[config.mk]
export PLATFORM = sky130hd
export DESIGN_NAME = piso_shift_tx
export DESIGN_NICKNAME = d
export VERILOG_FILES = /design/src/rtl/piso_shift_tx.sv
export SDC_FILE = /design/constraint.sdc
export NUM_CORES = 1
export LEC_CHECK = 0
export BUFFER_PORTS_ARGS = -buffer_cell sky130_fd_sc_hd__buf_4
export CORE_MARGIN = 2
export CORE_UTILIZATION = 30
export DETAILED_ROUTE_END_ITERATION = 16
export GPL_TIMING_DRIVEN = 0
export SLEW_MARGIN = 15
export SYNTH_ARGS = -nofsm -noshare
export SYNTH_HDL_FRONTEND = slang
export SYNTH_SLANG_ARGS = --single-unit
[constraint.sdc]
create_clock -name clk -period 1.6 [get_ports clk]
set_input_delay 0.32 -clock clk [delete_from_list [all_inputs] [get_ports clk]]
set_output_delay 0.32 -clock clk [all_outputs]
set_load 0.03 [all_outputs]
[src/rtl/piso_shift_tx.sv]
// ---------------------------------------------------------------------------
// piso_shift_tx
//   Parallel-in / serial-out transmit shift register. A WIDTH-bit word is
//   accepted over a valid/ready handshake and sent one bit per enabled clock,
//   MSB-first or LSB-first. A new word can be accepted on the same edge that
//   retires the last bit of the previous one, so frames run back-to-back with
//   no gap. In circular mode the current word is repeated indefinitely.
//
// Ports
//   clk         rising-edge clock
//   rstn        asynchronous active-low reset
//   load_data   parallel word to transmit
//   load_valid  load_data is valid
//   load_ready  word accepted on an edge where load_valid && load_ready
//   dir         sampled at accept: 1 = MSB-first, 0 = LSB-first
//   en          shift enable; 0 stalls the frame
//   circular    sampled at the last bit: 1 = repeat the current word
//   sout        serial data bit
//   sout_valid  sout carries a frame bit
//   sof         high while the first bit of a word is on sout
//   last        high while bit WIDTH-1 of a word is on sout
//   done        one-cycle pulse after a frame ends and the block goes idle
// ---------------------------------------------------------------------------
module piso_shift_tx #(
    parameter int WIDTH = 8
) (
    input  logic             clk,
    input  logic             rstn,
    input  logic [WIDTH-1:0] load_data,
    input  logic             load_valid,
    output logic             load_ready,
    input  logic             dir,
    input  logic             en,
    input  logic             circular,
    output logic             sout,
    output logic             sout_valid,
    output logic             sof,
    output logic             last,
    output logic             done
);

    localparam int CW = $clog2(WIDTH);
    localparam logic [CW-1:0] LAST_IDX = CW'(WIDTH - 1);

    typedef enum logic {
        IDLE,
        SHIFT
    } state_t;

    state_t           state;
    logic [WIDTH-1:0] shift_reg;
    logic             dir_q;
    logic [CW-1:0]    cnt;

    logic             at_last;
    logic             accept;
    logic [CW-1:0]    cnt_next;
    logic [WIDTH-1:0] rotated;
    logic             rotated_bit;

    assign at_last  = (state == SHIFT) && (cnt == LAST_IDX);
    assign cnt_next = cnt + CW'(1);

    // Ready is combinational so a waiting word can be taken on the very edge
    // that consumes the last bit, giving zero-gap back-to-back frames.
    // It is forced low while reset is asserted.
    assign load_ready = rstn && ((state == IDLE) || (at_last && en));
    assign accept     = load_valid && load_ready;

    // The word register rotates rather than shifts: after WIDTH rotations it
    // holds the original word again, which is exactly what circular mode
    // needs without a second copy of the word.
    // NOTE: every signal assigned in always_comb gets a default first so no
    // path through the block leaves it unassigned and infers a latch.
    always_comb begin
        rotated     = shift_reg;
        rotated_bit = 1'b0;
        if (dir_q) begin
            rotated     = {shift_reg[WIDTH-2:0], shift_reg[WIDTH-1]};
            rotated_bit = rotated[WIDTH-1];
        end else begin
            rotated     = {shift_reg[0], shift_reg[WIDTH-1:1]};
            rotated_bit = rotated[0];
        end
    end

    // NOTE: sequential state uses non-blocking assignments so every register
    // samples pre-edge values, independent of statement order.
    always_ff @(posedge clk or negedge rstn) begin
        if (!rstn) begin
            state      <= IDLE;
            shift_reg  <= '0;
            dir_q      <= 1'b0;
            cnt        <= '0;
            sout       <= 1'b0;
            sout_valid <= 1'b0;
            sof        <= 1'b0;
            last       <= 1'b0;
            done       <= 1'b0;
        end else begin
            done <= 1'b0;
            if (accept) begin
                // New word: bit 0 of the frame goes straight onto sout.
                state      <= SHIFT;
                shift_reg  <= load_data;
                dir_q      <= dir;
                cnt        <= '0;
                sout       <= dir ? load_data[WIDTH-1] : load_data[0];
                sout_valid <= 1'b1;
                sof        <= 1'b1;
                last       <= 1'b0;
            end else if (state == SHIFT && en) begin
                if (at_last) begin
                    if (circular) begin
                        // Final rotation restores the original word, so the
                        // repeat starts from bit 0 in the stored direction.
                        shift_reg <= rotated;
                        cnt       <= '0;
                        sout      <= rotated_bit;
                        sof       <= 1'b1;
                        last      <= 1'b0;
                    end else begin
                        state      <= IDLE;
                        cnt        <= '0;
                        sout       <= 1'b0;
                        sout_valid <= 1'b0;
                        sof        <= 1'b0;
                        last       <= 1'b0;
                        done       <= 1'b1;
                    end
                end else begin
                    shift_reg <= rotated;
                    cnt       <= cnt_next;
                    sout      <= rotated_bit;
                    sof       <= 1'b0;
                    last      <= (cnt_next == LAST_IDX);
                end
            end
            // en = 0 in SHIFT, or any cycle in IDLE: everything holds.
        end
    end

endmodule

==> impl_results.md <==
* Seq pwr share at 32.8%
* Crit path setup slack, layout at -0.279 ns
* DR vias at 734
* Critical R2R Launch: cnt[0]
* WS Path Type: reg2reg
* Synth Register Bits at 17
* Crit-path max FO at 9
* Share of post-route cells with drive strength above 1 at 51.8%
* GRT Util Overall at between 10% and 20%
* Final Skew at between 0.005 and 0.006 ns
* Remaining DRCs at 0
* Routability cong. at ~0.70
* Setup TNS Final at -2.44 ns
* CTS tree: yes
* Die Ht at 62.0 um
* Setup violators final at 11
* Max Cap Viol at 0
* First-pass GRT wire length at 3.48 mm
* CP startpoint kind: flop
* Number of flip-flops in the largest register at 8
* Seq/Total Area, Yosys at 42.1%
* Period utilization at 117%
* RSZ-0062 raised after global routing: yes
* Count leader, synth: dfrtp_1
* Number of synthesized flops with an enable pin at 0
* Mapped Avg Cell Area at 12.0 um^2
* Inserted Clock Buffers at 3
* Failing checks: negative setup slack
* Initial antenna violation count at 0
* Vias per std cell at 4.59
* Pre-CTS setup slack at -0.300 ns
* Post-synth top area cell: dfrtp_1
* Crit path required time at 1.78 ns
* Design Power at 0.00226 W
* NetSw at 0.000769 W
* Slew margin rel. at 46.9%
* Vias in the first global route at around 760
* VDD IR max at 0.000616 V
* Setup slack, reg-to-reg at -0.28 ns
* DIE WIDTH at 62.0 um
* Routed Antenna Nets at 0
* Largest net degree at the start of global routing at 18
* Sink Count at 17
* Clk root buf: clkbuf_4
* Synth area leaders: dfrtp_1, mux2_4, mux2_2
* DRT Wirelength at 2.13 mm
* Port bufs at 19
* CTS H-tree lvls at 1
* Yosys Warn Count at 0
* Leakage power at ~0.68 nW
* Die footprint at 0.00385 mm^2
* Endpoints failing hold at 0
* Hold Crit Class: in2reg
* Critical Path AT at about 2.1 ns
* Clk_lat worst skew at 0.29 ns
* Fmax at 532 MHz
* Pint at 0.00149 W
* Detail Placement HPWL at between 1.5 and 2 mm
* Power per cell area at approximately 1600 mW/mm^2
* Hold endpoint: dir_q
* Synth cell count leaders: dfrtp_1, mux2_4, mux2_2
* Clock network power share at 10.4%
* Area share of the largest cell type after synthesis at a little over two fifths
* Worst-margin pin slew at 0.794 ns
* Layout area overhead at 36.6%
* FF-to-FF End: shift_reg[7]
* Clock buffer depth at 2
* Core area at 0.00328 mm^2
* Outcome: complete, but fails checks
* Initial Util at 30.7%
* Hold Crit Start: dir
* GR Overflow Total at 0
* CP startpoint: cnt[0]
* First-pass iteration count of the detailed router at 3
* R2R depth at 8
* Cell variety after synth at 24
* Switching Fraction at 34.0%
* CP Capture Type: flop
* FP Rows at 21
* Post-Syn Nets at 101
* Nets at 132
* Drt first-iter violations at 18
* I/O pins at 20
* Cells after Synth at 84
* Routed WL per cell at 13.3 um
* FFs w/ async S/R, synth at between 90% and 100%
* Combinational Power Share at between 50 and 60%
* Worst hold stages at 2
* Clock Pin Slew Worst Setup and Hold Paths at 0.10 ns
* Max-slew violations at 0
* Main synth FF type: dfrtp_1
* Final min period at 1.88 ns
* Synth Cell Area at 0.00101 mm^2
* N_diodes at 0
==> per-layer routing <==
metal | GRT usage, % | part of all wire (%) | vias to the layer above
li1 | - | - | 354
met1 | 15.7 | 46 | 364
met2 | 21.9 | 50 | 16
met3 | 3.73 | 4.0 | 0
met4 | 0.912 | 0 | 0
met5 | 0 | 0 | -
==> cells in the final DEF, fill, tap and decap left out, types with 2 or more instances in the layout <==
master    instances
nand2b_1          2
clkbuf_1          2
buf_6             3
inv_1             2
mux2i_1           4
nor2_1            7
a21oi_1           3
nor2b_1           2
buf_4            23
clkbuf_4          3
dfrtp_1          17
nand2_1           8
mux2_2            2
mux2_4           19
==> layout make-up <==
class                      count  area (um^2)
fill                         335         1910
multi-input combinational     62          622
sequential                    17          425
timing repair buffer          26          214
tap                           46         57.6
clock buffer                   4         26.3
buffer                         3         26.3
inverter                       2         7.51
==> stage by stage <==
step           std cells  utilization [%]  cell area, um^2  hold slack (ns)
6_report             160             42.0             1380            0.275
5_1_grt              160             42.0             1380            0.257
4_1_cts              159             41.4             1360            0.262
3_5_place_dp         149             38.6             1270            0.208
3_3_place_gp         149             38.6             1270            0.204
2_1_floorplan         84                -             1070           0.0244
==> cell families after synthesis <==
group,Yosys count,share of synthesized area [%]
AND/OR/NAND/NOR,23,11.2
buffers and inverters,5,3.35
AO/OA/AOI/OAI,11,7.81
flip-flops,17,42.1
multiplexers,25,31.8
adder cells (fa/ha/maj),3,3.72
==> power by group through the flow <==
| stage | clock [W] | sequential [W] | combinational, W |
|---|---|---|---|
| final | 0.000235 | 0.000742 | 0.00128 |
| after global routing | 0.000274 | 0.000765 | 0.00140 |
| after CTS | 0.000250 | 0.000743 | 0.00128 |
| after detailed placement | 0 | 0.000762 | 0.00119 |
| after global placement | 0 | 0.000749 | 0.00115 |
| after floorplan | 0 | 0.000788 | 0.000905 |
==> how the worst max path moves through the flow <==
| stage | end | slack [ns] |
|---|---|---|
| floorplan | shift_reg[1] | -0.11 |
| global placement | shift_reg[4] | -0.26 |
| detailed placement | shift_reg[7] | -0.30 |
| CTS | load_ready | -0.33 |
| global route | load_ready | -0.33 |
| finish | shift_reg[7] | -0.28 |
==> critical path: stages (launching register included) <==
cell and delay (ns):
dfrtp_1 0.40, ha_2 0.20, ha_4 0.17, a21boi_4 0.13, buf_4 0.13, nor2_4 0.03
buf_12 0.15, mux2_4 0.29, mux2_4 0.26
==> what timing repair did <==
| item | in CTS | in global routing |
|---|---|---|
| endpoints found under the hold margin | 17 | 0 |
| setup buffers | 5 | 1 |
| setup endpoints to repair | 11 | 14 |
| gates resized for setup | 2 | 2 |
| pin swaps | 2 | 2 |
| hold buffers | 1 | 0 |
No activity file was read; power rests on OpenSTA's default activity.
